===== config.mk =====
export PLATFORM = sky130hd
export DESIGN_NAME = cp0_exc
export DESIGN_NICKNAME = d
export VERILOG_FILES = /design/src/rtl/cp0_exc_pkg.sv /design/src/rtl/cp0_exc_timer.sv /design/src/rtl/cp0_exc.sv
export SDC_FILE = /design/constraint.sdc
export NUM_CORES = 1
export LEC_CHECK = 0
export CAP_MARGIN = 40
export CORE_MARGIN = 2
export CORE_UTILIZATION = 55
export DETAILED_ROUTE_END_ITERATION = 7
export HOLD_SLACK_MARGIN = 0.12
export PLACE_DENSITY = 0.83
export SYNTH_ARGS = -nofsm -noshare
export SYNTH_HDL_FRONTEND = slang
export SYNTH_HIERARCHICAL = 1
export SYNTH_SLANG_ARGS = --single-unit

===== constraint.sdc =====
create_clock -name clk -period 5.75 [get_ports clk]
set_input_delay 1.15 -clock clk [delete_from_list [all_inputs] [get_ports clk]]
set_output_delay 1.15 -clock clk [all_outputs]
set_load 0.1 [all_outputs]

===== src/rtl/cp0_exc_pkg.sv =====
// rtl/cp0_exc_pkg.sv - CP0 register addresses, exception codes and field positions
package cp0_exc_pkg;

    localparam logic [7:0] CP0_BADVADDR = 8'h40;
    localparam logic [7:0] CP0_COUNT    = 8'h48;
    localparam logic [7:0] CP0_COMPARE  = 8'h58;
    localparam logic [7:0] CP0_STATUS   = 8'h60;
    localparam logic [7:0] CP0_CAUSE    = 8'h68;
    localparam logic [7:0] CP0_EPC      = 8'h70;

    localparam logic [4:0] EXC_INT  = 5'd0;
    localparam logic [4:0] EXC_ADEL = 5'd4;
    localparam logic [4:0] EXC_ADES = 5'd5;
    localparam logic [4:0] EXC_SYS  = 5'd8;
    localparam logic [4:0] EXC_BP   = 5'd9;
    localparam logic [4:0] EXC_RI   = 5'd10;
    localparam logic [4:0] EXC_OV   = 5'd12;

    localparam int ST_IE  = 0;
    localparam int ST_EXL = 1;
    localparam int ST_BEV = 22;
    localparam int CA_BD  = 31;
    localparam int CA_TI  = 30;

endpackage


===== src/rtl/cp0_exc_timer.sv =====
// rtl/cp0_exc_timer.sv - CP0 Count/Compare timer with TI flag
module cp0_timer (
    input  logic        clk,
    input  logic        rst,
    input  logic        count_we,
    input  logic        compare_we,
    input  logic [31:0] wdata,
    output logic [31:0] CountOut,
    output logic [31:0] CompareOut,
    output logic        TI
);

    logic tick;

    always_ff @(posedge clk) begin
        if (!rst) begin
            CountOut   <= 32'd0;
            CompareOut <= 32'd0;
            tick       <= 1'b0;
            TI         <= 1'b0;
        end else begin
            if (count_we) begin
                CountOut <= wdata;
                tick     <= 1'b0;
            end else begin
                tick <= ~tick;
                if (tick)
                    CountOut <= CountOut + 32'd1;
            end
            // A Compare write takes precedence over a match on the same edge
            if (compare_we) begin
                CompareOut <= wdata;
                TI         <= 1'b0;
            end else if (CountOut == CompareOut) begin
                TI <= 1'b1;
            end
        end
    end

endmodule


===== src/rtl/cp0_exc.sv =====
// rtl/cp0_exc.sv - CP0 exception commit unit: arbitration, flush/redirect, mfc0/mtc0
module cp0_exc
    import cp0_exc_pkg::*;
#(
    parameter logic [31:0] EXC_VEC    = 32'hBFC0_0380,
    parameter logic [31:0] STATUS_RST = 32'h0040_0000
) (
    input  logic        clk,
    input  logic        rst,
    input  logic [31:0] MEM_PC,
    input  logic        MEM_Exception,
    input  logic [4:0]  MEM_ExcCode,
    input  logic        MEM_isBD,
    input  logic [31:0] badvaddr,
    input  logic        MEM_eret_flush,
    input  logic        MEM_CP0WrEn,
    input  logic        MEM_CP0Rd,
    input  logic [7:0]  MEM_CP0Addr,
    input  logic [31:0] MEM_GPR_RT,
    input  logic [5:0]  hw_int,
    output logic [31:0] CP0Out,
    output logic        Exc_Flush,
    output logic        Exc_Redirect,
    output logic [31:0] Exc_NPC
);

    logic [31:0] badvaddr_r, epc_r, count, compare;
    logic [7:0]  im;
    logic        exl, ie, bd, ti;
    logic [4:0]  exccode;
    logic [1:0]  ip_sw;
    logic [5:0]  ip_hw;
    logic [31:0] status_rd, cause_rd;
    logic        int_req, int_take, exc_take, eret_take, wr_en;
    logic [4:0]  exc_code;

    assign int_req   = ie & ~exl & |({ip_hw, ip_sw} & im);
    assign int_take  = int_req & (MEM_PC != 32'd0);
    assign exc_take  = int_take | MEM_Exception;
    assign eret_take = MEM_eret_flush & ~exc_take;
    assign wr_en     = MEM_CP0WrEn & ~exc_take & ~MEM_eret_flush;
    assign exc_code  = int_take ? EXC_INT : MEM_ExcCode;

    always_comb begin
        status_rd         = 32'd0;
        status_rd[ST_BEV] = 1'b1;
        status_rd[15:8]   = im;
        status_rd[ST_EXL] = exl;
        status_rd[ST_IE]  = ie;
        cause_rd          = 32'd0;
        cause_rd[CA_BD]   = bd;
        cause_rd[CA_TI]   = ti;
        cause_rd[15:8]    = {ip_hw, ip_sw};
        cause_rd[6:2]     = exccode;
    end

    cp0_timer u_timer (
        .clk        (clk),
        .rst        (rst),
        .count_we   (wr_en && (MEM_CP0Addr == CP0_COUNT)),
        .compare_we (wr_en && (MEM_CP0Addr == CP0_COMPARE)),
        .wdata      (MEM_GPR_RT),
        .CountOut   (count),
        .CompareOut (compare),
        .TI         (ti)
    );

    always_comb begin
        CP0Out       = 32'd0;
        Exc_Flush    = 1'b0;
        Exc_Redirect = 1'b0;
        Exc_NPC      = 32'd0;
        if (rst) begin
            if (MEM_CP0Rd) begin
                case (MEM_CP0Addr)
                    CP0_BADVADDR: CP0Out = badvaddr_r;
                    CP0_COUNT:    CP0Out = count;
                    CP0_COMPARE:  CP0Out = compare;
                    CP0_STATUS:   CP0Out = status_rd;
                    CP0_CAUSE:    CP0Out = cause_rd;
                    CP0_EPC:      CP0Out = epc_r;
                    default:      CP0Out = 32'd0;
                endcase
            end
            if (exc_take) begin
                Exc_Flush    = 1'b1;
                Exc_Redirect = 1'b1;
                Exc_NPC      = EXC_VEC;
            end else if (eret_take) begin
                Exc_Flush    = 1'b1;
                Exc_Redirect = 1'b1;
                Exc_NPC      = epc_r;
            end
        end
    end

    always_ff @(posedge clk) begin
        if (!rst) begin
            badvaddr_r <= 32'd0;
            epc_r      <= 32'd0;
            im         <= STATUS_RST[15:8];
            exl        <= STATUS_RST[ST_EXL];
            ie         <= STATUS_RST[ST_IE];
            bd         <= 1'b0;
            exccode    <= 5'd0;
            ip_sw      <= 2'd0;
            ip_hw      <= 6'd0;
        end else begin
            ip_hw <= {ti | hw_int[5], hw_int[4:0]};
            if (exc_take) begin
                // A nested exception keeps the original return point
                if (!exl) begin
                    epc_r <= MEM_isBD ? MEM_PC - 32'd4 : MEM_PC;
                    bd    <= MEM_isBD;
                end
                exl     <= 1'b1;
                exccode <= exc_code;
                if (exc_code == EXC_ADEL || exc_code == EXC_ADES)
                    badvaddr_r <= badvaddr;
            end else if (eret_take) begin
                exl <= 1'b0;
            end else if (wr_en) begin
                case (MEM_CP0Addr)
                    CP0_STATUS: begin
                        im  <= MEM_GPR_RT[15:8];
                        exl <= MEM_GPR_RT[ST_EXL];
                        ie  <= MEM_GPR_RT[ST_IE];
                    end
                    CP0_CAUSE: ip_sw <= MEM_GPR_RT[9:8];
                    CP0_EPC:   epc_r <= MEM_GPR_RT;
                    default: ;
                endcase
            end
        end
    end

endmodule


**After elaboration in Yosys (flattened, before gate mapping)**

Index checks and enable logic that the tools add are counted.
W data, S select, Z words.

- Bits in registers: 154
- Input port bits: 122
- Output and inout port bits: 66
- Logic and storage cells: 81

- Add/sub/neg operators: 2
- Equal/unequal tests: 11
- Multiplexer cells: 22
- Bitwise operators: 15
- Reduce and logical (&&, ||, !) cells: 18

Operators by type and width:

| kind | number |
|---|---|
| $mux W32 | 13 |
| $pmux W32 S6 | 1 |
| $eq A8 B7 Y1 const B | 6 |
| $add A32 B1 Y32 const B | 1 |
| $eq A32 B32 Y1 | 1 |
| $reduce_bool A32 Y1 | 1 |
| $sub A32 B3 Y32 const B | 1 |
| $reduce_and A4 Y1 | 3 |
| $eq A5 B3 Y1 const B | 2 |
| $and A8 B8 Y8 | 1 |
| $reduce_or A8 Y1 | 1 |
| $mux W1 | 7 |
| $and A1 B1 Y1 | 6 |
| $not A1 Y1 | 6 |
| $reduce_and A2 Y1 | 3 |
| $reduce_bool A2 Y1 | 3 |
| $reduce_bool A3 Y1 | 2 |
| $mux W5 | 1 |
| $ne A2 B2 Y1 const B | 2 |
| $reduce_or A2 Y1 | 2 |
| $logic_and A1 B1 Y1 | 2 |
| $or A1 B1 Y1 | 2 |
| $logic_or A1 B1 Y1 | 1 |

**Logic depth before layout (Yosys ltp)**

- Depth after elaboration: 11
- Gate-level depth with buffers: 12
- Gate-level depth less buffers: 10

**Hierarchy**

The synthesis kept the hierarchy.

Modules (own cells, without submodules):

| module | times used | cells each | area each (um2) | sequential area each (um2) |
|---|---|---|---|---|
| cp0_exc | 1 | 772 | 6108.4 | 1761.7 |
| cp0_timer | 1 | 361 | 3352.0 | 1321.3 |

**Least setup slack after synthesis**

OpenSTA, ideal clock, no wires.

- Path type: in2out
- Start: input MEM_PC[2]
- End: output Exc_NPC[22]
- Data arrival time: 4.284 ns
- Data required time: 4.600 ns
- Slack: 0.316 ns
- Stages on the path: 8
- Path buffers: 1
- Cells stage by stage: inv_1 > ha_1 > nor3b_1 > nand4_1 > o31a_1 > nor2_1 > buf_2 > a21boi_0

- Cells in the longest elaborated chain, start to end: 8

RTL lines:

| what | line | text |
|---|---|---|
| start: declaration | cp0_exc.sv:10 | `input logic [31:0] MEM_PC,` |
| $reduce_bool A32 Y1 (*) | cp0_exc.sv:38 | `assign int_take = int_req & (MEM_PC != 32'd0);` |
| $and A1 B1 Y1 (*) | cp0_exc.sv:38 |  |
| $or A1 B1 Y1 (*) | cp0_exc.sv:39 | `assign exc_take = int_take \| MEM_Exception;` |
| $not A1 Y1 (no line) | -- |  |
| $and A1 B1 Y1 | cp0_exc.sv:40 | `assign eret_take = MEM_eret_flush & ~exc_take;` |
| $mux W32 | cp0_exc.sv:89 | `end else if (eret_take) begin` |
| $mux W32 (*) | cp0_exc.sv:85 | `if (exc_take) begin` |
| $mux W32 (*) | cp0_exc.sv:73 | `if (rst) begin` |
| end: declaration | cp0_exc.sv:24 | `output logic [31:0] Exc_NPC` |

Every way passes the cells marked *; elsewhere a longest branch is shown, timed or not.

**Worst setup path in the final report**

- Start: input MEM_CP0Addr[1]
- End: output CP0Out[2]

- Cells in the longest elaborated chain, start to end: 4
- Elaborated cells on any way between the ends: 9
- Those cells by class: 6 x eq/ne; 3 x mux

RTL lines:

| what | line | text |
|---|---|---|
| start: declaration | cp0_exc.sv:18 | `input logic [7:0] MEM_CP0Addr,` |
| $eq A8 B7 Y1 | cp0_exc.sv:75 | `case (MEM_CP0Addr)` |
| $pmux W32 S6 (*) | cp0_exc.sv:75 |  |
| $mux W32 (*) | cp0_exc.sv:74 | `if (MEM_CP0Rd) begin` |
| $mux W32 (*) | cp0_exc.sv:73 |  |
| end: declaration | cp0_exc.sv:21 | `output logic [31:0] CP0Out,` |

Marks and branches as above.

==> metrics.md <==
| Metric | Value |
|---|---|
| Outcome | complete, but fails checks |
| Failing checks | DRC |
| Setup TNS | 0 ns |
| First-pass iteration count of the detailed router | 8 |
| Post-CTS sizing | 0 |
| Worst Path Arrival | 4.05 ns |
| RSZ-0062 raised after global routing | false |
| Post-CTS setup buffer count | 0 |
| Final #Nets | 1399 |
| Hold buffers post-CTS | 0 |
| Final Cell Area | 12610 sq um |
| Remaining Overflow, GRT | 0 |
| Fin crit period | 5.204 ns |
| Vias in the first global route | 9225 |
| Hold Crit Class | reg2reg |
| Post-Synthesis Cells | 1133 |
| Mapped Area | 9460 sq um |
| Worst Hold Depth | 2 |
| Startpoint types | input port |
| Post-DRT Antenna Nets | 0 |
| RD Place Congestion | 1.040 |
| Initial Util | 56.65% |
| Clock sink count | 154 |
| Layout Area Growth over Synthesis | 33.28% |
| P_leak | 0.004252 uW |
| Flop pwr share | 42.5% |
| Root Buffer | clkbuf_16 |
| Clock share of power | 42.2% |
| Slew @ Worst Pin | 0.8488 ns |
| Yosys cell types | 76 |
| Core ar. | 16700 sq um |
| First-pass GRT wire length | 53920 um |
| Initial drt markers | 1773 |
| Commonest non-fill, non-tap cell in the layout | nand2_1 |
| Top cells by area, synth | dfxtp_1 33%, mux2i_1 8.0%, nand2_1 6.6% |
| Final design utilization | 75.49% |
| DRC errors left | 13 |
| Ys Warns | 6 |
| I/O pin total | 188 |
| Cells after DPL | 1475 |
| Post-synth top flop | dfxtp_1 |
| DP Area | 12020 sq um |
| Asr flop ratio synth | 0% |
| Pwr dens | 214.2 nW/um^2 |
| Setup violators final | 0 |
| Row count | 47 |
| Final period utilization | 90.50% |
| Syn avg cell area | 8.350 sq um |
| Fraction of layout cells with a size suffix above 1 | 12.52% |
| H-tree depth | 4 |
| Worst-path clk slew | 0.07 ns |
| Clock skew | 0.01062 ns |
| Total CTS buffers | 17 |
| Post-detail-place hpwl | 26460 um |
| Worst vdd ir | 0.2188 mV |
| Post-synth EDFFs | 0 |
| Final Non-Filler Cells | 1506 |
| Sw Ratio | 28.70% |
| Die Ht | 135.2 um |
| Yosys top cell area share | 32.59% |
| Yosys top cell by area | dfxtp_1 |
| Final Hold Fails | 0 |
| Initial antenna violation count | 0 |
| PortBufs | 187 |
| Mean routed wirelength per cell | 23.79 um |
| Worst-Skew Late Latency | 0.44 ns |
| Commonest cells after routing, fill and taps aside | 167 x nand2_1, 154 x dfxtp_1, 119 x clkdlybuf4s50_1 |
| Via count | 9852 |
| Setup CP Type | in2out |
| CTS max path bufs | 2 |
| Syn Nets | 1258 |
| P_sw | 775.2 uW |
| DR vias/cell | 6.542 |
| Die W | 135.2 um |
| Largest net degree at the start of global routing | 83 |
| Synth Register Bits | 154 |
| N_diodes | 0 |
| CP Capture Type | primary output |
| Comb power frac | 15.3% |
| Max Slew Vio Count | 0 |
| Critical-path maximum fanout | 29 |
| Max_slew headroom | 42.99% |
| R2r worst-path depth | 11 |
| WP data required | 4.60 ns |
| Fmax | 0.1922 GHz |
| Total track usage | 39.00% |
| CTS tree | done |
| DIE AREA | 18270 sq um |
| Max Cap Viol | 0 |
| Drt total wl | 35830 um |
| Int Power | 1926 uW |
| Sequential area share after synthesis | 32.59% |
==> metrics by stage <==
stage | worst slack (ns) | power [uW] | hold slack, ns
finish | 0.5463 | 2701 | 0.4691
global route | 0.4392 | 2770 | 0.4666
CTS | 0.6054 | 2689 | 0.4645
detailed placement | 0.6509 | 1570 | 0.4554
global placement | 0.6941 | 1562 | 0.4426
floorplan | 0.3165 | 1357 | 0.4318
==> kinds of logic after synthesis <==
logic type	count (synthesis)	share of synthesized area (%)
buffers and inverters	97	5.026
XOR/XNOR	76	7.036
flip-flops	154	32.59
adder cells (fa/ha/maj)	3	0.3968
AND/OR/NAND/NOR	436	25.71
AO/OA/AOI/OAI	287	20.61
multiplexers	80	8.636
==> routing by layer <==
| layer | up-vias | GRT usage, % | routed length [um] | share of wire (%) |
|---|---|---|---|---|
| met5 | - | 0 | 0 | 0 |
| met4 | 0 | 26.62 | 2809 | 7.8 |
| met3 | 168 | 9.839 | 3929 | 11 |
| met2 | 708 | 56.82 | 15470 | 43 |
| met1 | 4578 | 50.74 | 13620 | 38 |
| li1 | 4398 | - | - | - |
==> critical path, stage by stage <==
cell and delay [ns]:
clkdlybuf4s50_1 0.39, or4b_1 0.80, or3_4 0.47, nor3b_2 0.20, buf_4 0.35, a222oi_1 0.19
a21oi_1 0.29, buf_12 0.22
==> synthesized netlist by cell type (4+ instances only) <==
master / n
o21a_1: 22
clkbuf_1: 54
nand2_1: 167
nor3b_1: 5
nor4_4: 4
a221oi_1: 5
dfxtp_1: 154
or3_1: 6
nand3_1: 23
a22o_1: 4
or4_1: 11
nor2_1: 29
nor3_1: 12
nor4_1: 7
o21ai_0: 48
xor2_1: 27
a21boi_0: 20
buf_2: 24
nand3b_1: 26
and2_1: 34
o211a_1: 7
a21oi_1: 83
mux2i_1: 76
o21ai_1: 8
a222oi_1: 24
nand2b_1: 6
o31ai_1: 12
nor2b_1: 36
buf_6: 9
nand4_1: 32
a22oi_1: 34
xnor2_1: 49
and3_1: 8
==> layout make-up <==
type / instances / area (sq um)
fill: 1166 / 4093
inverter: 4 / 15.01
clock buffer: 17 / 425.4
sequential: 154 / 3083
multi-input combinational: 882 / 5918
clock inverter: 14 / 161.4
tap: 220 / 275.3
timing repair buffer: 215 / 2730
==> state kept, by name, summed over array words and instances, names as in the netlist <==
register,cells
badvaddr_r,32
bd,1
epc_r,32
exccode,5
exl,1
ie,1
im,8
ip_hw,6
ip_sw,2
u_timer/CompareOut,32
u_timer/CountOut,32
u_timer/TI,1
u_timer/tick,1
==> power groups by stage <==
stage	logic, uW	clock network (uW)	registers, uW
6_report	414	1140	1150
5_1_grt	435	1190	1150
3_5_place_dp	405	0	1170
2_1_floorplan	219	0	1140
4_1_cts	407	1140	1140
3_3_place_gp	396	0	1170
==> final timing paths <==
check	from	end	slack (ns)
setup / recovery	MEM_CP0Addr[1]	CP0Out[2]	0.55
hold / removal	badvaddr_r[13]	badvaddr_r[13]	0.47
setup reg to reg	exl	u_timer/CountOut[30]	2.38
hold reg to reg	badvaddr_r[13]	badvaddr_r[13]	0.47
Note: power is estimated with default switching activity, not from simulation.
==> RTL change (same flow settings) <==
Register the input `MEM_CP0Addr` before use, cleared by the reset. The logic sees it one clock later. The other inputs are not delayed to match.
--- a/src/rtl/cp0_exc.sv
+++ b/src/rtl/cp0_exc.sv
@@ -25,2 +25,12 @@
 );
+
+    logic [7:0] MEM_CP0Addr_q;
+
+    always_ff @(posedge clk) begin
+        if (!rst) begin
+            MEM_CP0Addr_q <= '0;
+        end else begin
+            MEM_CP0Addr_q <= MEM_CP0Addr;
+        end
+    end
 
@@ -59,4 +69,4 @@
         .rst        (rst),
-        .count_we   (wr_en && (MEM_CP0Addr == CP0_COUNT)),
-        .compare_we (wr_en && (MEM_CP0Addr == CP0_COMPARE)),
+        .count_we   (wr_en && (MEM_CP0Addr_q == CP0_COUNT)),
+        .compare_we (wr_en && (MEM_CP0Addr_q == CP0_COMPARE)),
         .wdata      (MEM_GPR_RT),
@@ -74,3 +84,3 @@
             if (MEM_CP0Rd) begin
-                case (MEM_CP0Addr)
+                case (MEM_CP0Addr_q)
                     CP0_BADVADDR: CP0Out = badvaddr_r;
@@ -122,3 +132,3 @@
             end else if (wr_en) begin
-                case (MEM_CP0Addr)
+                case (MEM_CP0Addr_q)
                     CP0_STATUS: begin
Formal check against the unedited RTL: not equivalent (Yosys sat finds a counterexample within 4 cycles, from zero or initial values and one cycle with rst low).
==> RTL change against the unedited design <==
- wire length down 8.1%
- setup slack lost 220 ps
- clock skew shrank 0.70 ps
- sequential cell count rose by 8
- synthesized cell count shrank 2.3%
- synthesized area fell by 2.3%
- cell area decreased by 3.7%
- die area fell by 2.2%
- total power is 1.8% higher
- sequential power rose by 5%
==> RTL change: results (changes against the unedited design) <==
Clock Skew 9.92 ps (was 10.6 ps); Setup crit end Exc_NPC[22] (was CP0Out[2]); Synth area leaders dfxtp_1 35%, mux2i_1 6.7%, nand2_1 6.5% (was dfxtp_1 33%, mux2i_1 8.0%, nand2_1 6.6%); Total GRT Usage 0.364 (was 0.390); FF-to-FF path depth 12 (was 11); Placer Congestion 0.964 (was 1.04); Internal 2.03 mW (was 1.93 mW); Cell Count, Final, Fillers Out 1489 (was 1506); Post-synth top cells 162 x dfxtp_1, 161 x nand2_1, 73 x nor2_1 (was 167 x nand2_1, 154 x dfxtp_1, 83 x a21oi_1); Reg2Reg Setup Slack 2280 ps (was 2380 ps); vias in the first global route 8675 (was 9225); reg2reg start im[4]$_SDFFE_PN0P_ (was exl$_SDFFE_PN0P_); Slowest Stage Delay on Critical Path 610 ps (was 800 ps); Layout Nets 1381 (was 1399); DP Area 11500 um2 (was 12000 um2); Worst-Margin Slew 851 ps (was 849 ps); static leakage 4.15 nW (was 4.25 nW); dpl ws 377 ps (was 651 ps); first-pass GRT wire length 49700 um (was 53900 um); Cell variety after synth 71 (was 76); Hold Crit Start badvaddr_r[27]$_SDFFE_PN0P_ (was badvaddr_r[13]$_SDFFE_PN0P_); Hold WS 456 ps (was 469 ps); Initial DRC Count 1034 (was 1773); Max Fclk 184 MHz (was 192 MHz); Power Sequential 1.21 mW (was 1.15 mW); Routed wire per std cell 22.1 um (was 23.8 um); CP Max Fanout 20 (was 29); Peak VDD IR 200 uV (was 219 uV); share of cells above drive strength 1 0.123 (was 0.125); Syn Nets 1232 (was 1258); status completed (was finished, violations left); post-DP HPWL 24700 um (was 26500 um)
==> RTL change: area by class of cell <==
class | instances | area [um2]
well taps | 220 | 275
clock buffers | 25 | 495
inverters | 7 | 26.3
multi-input cells | 859 | 5660
clock inverters | 7 | 98.8
repair buffers | 209 | 2340
fillers | 1225 | 4380
flip-flops and latches | 162 | 3240
==> RTL change: cell families (layout without fill, tap and decap cells) <==
family                     count (synthesis)  in the layout  synth area share
AOI/OAI and AO/OA                        258            258             0.198
DFF                                      162            162             0.351
adders and majority gates                  3              3           0.00406
muxes                                     72             72            0.0793
buffers and inverters                     86            248            0.0409
xor gates and xnor gates                  89             89            0.0843
and+or+nand+nor                          437            437             0.243
==> RTL change: per-layer routing <==
layer  vias up  GRT usage  routed length [um]
li1       4236          -                   -
met1      4365      0.496               13600
met2       601      0.549               14500
met3        80     0.0856                3530
met4         0      0.162                1320
met5         -          0                   0
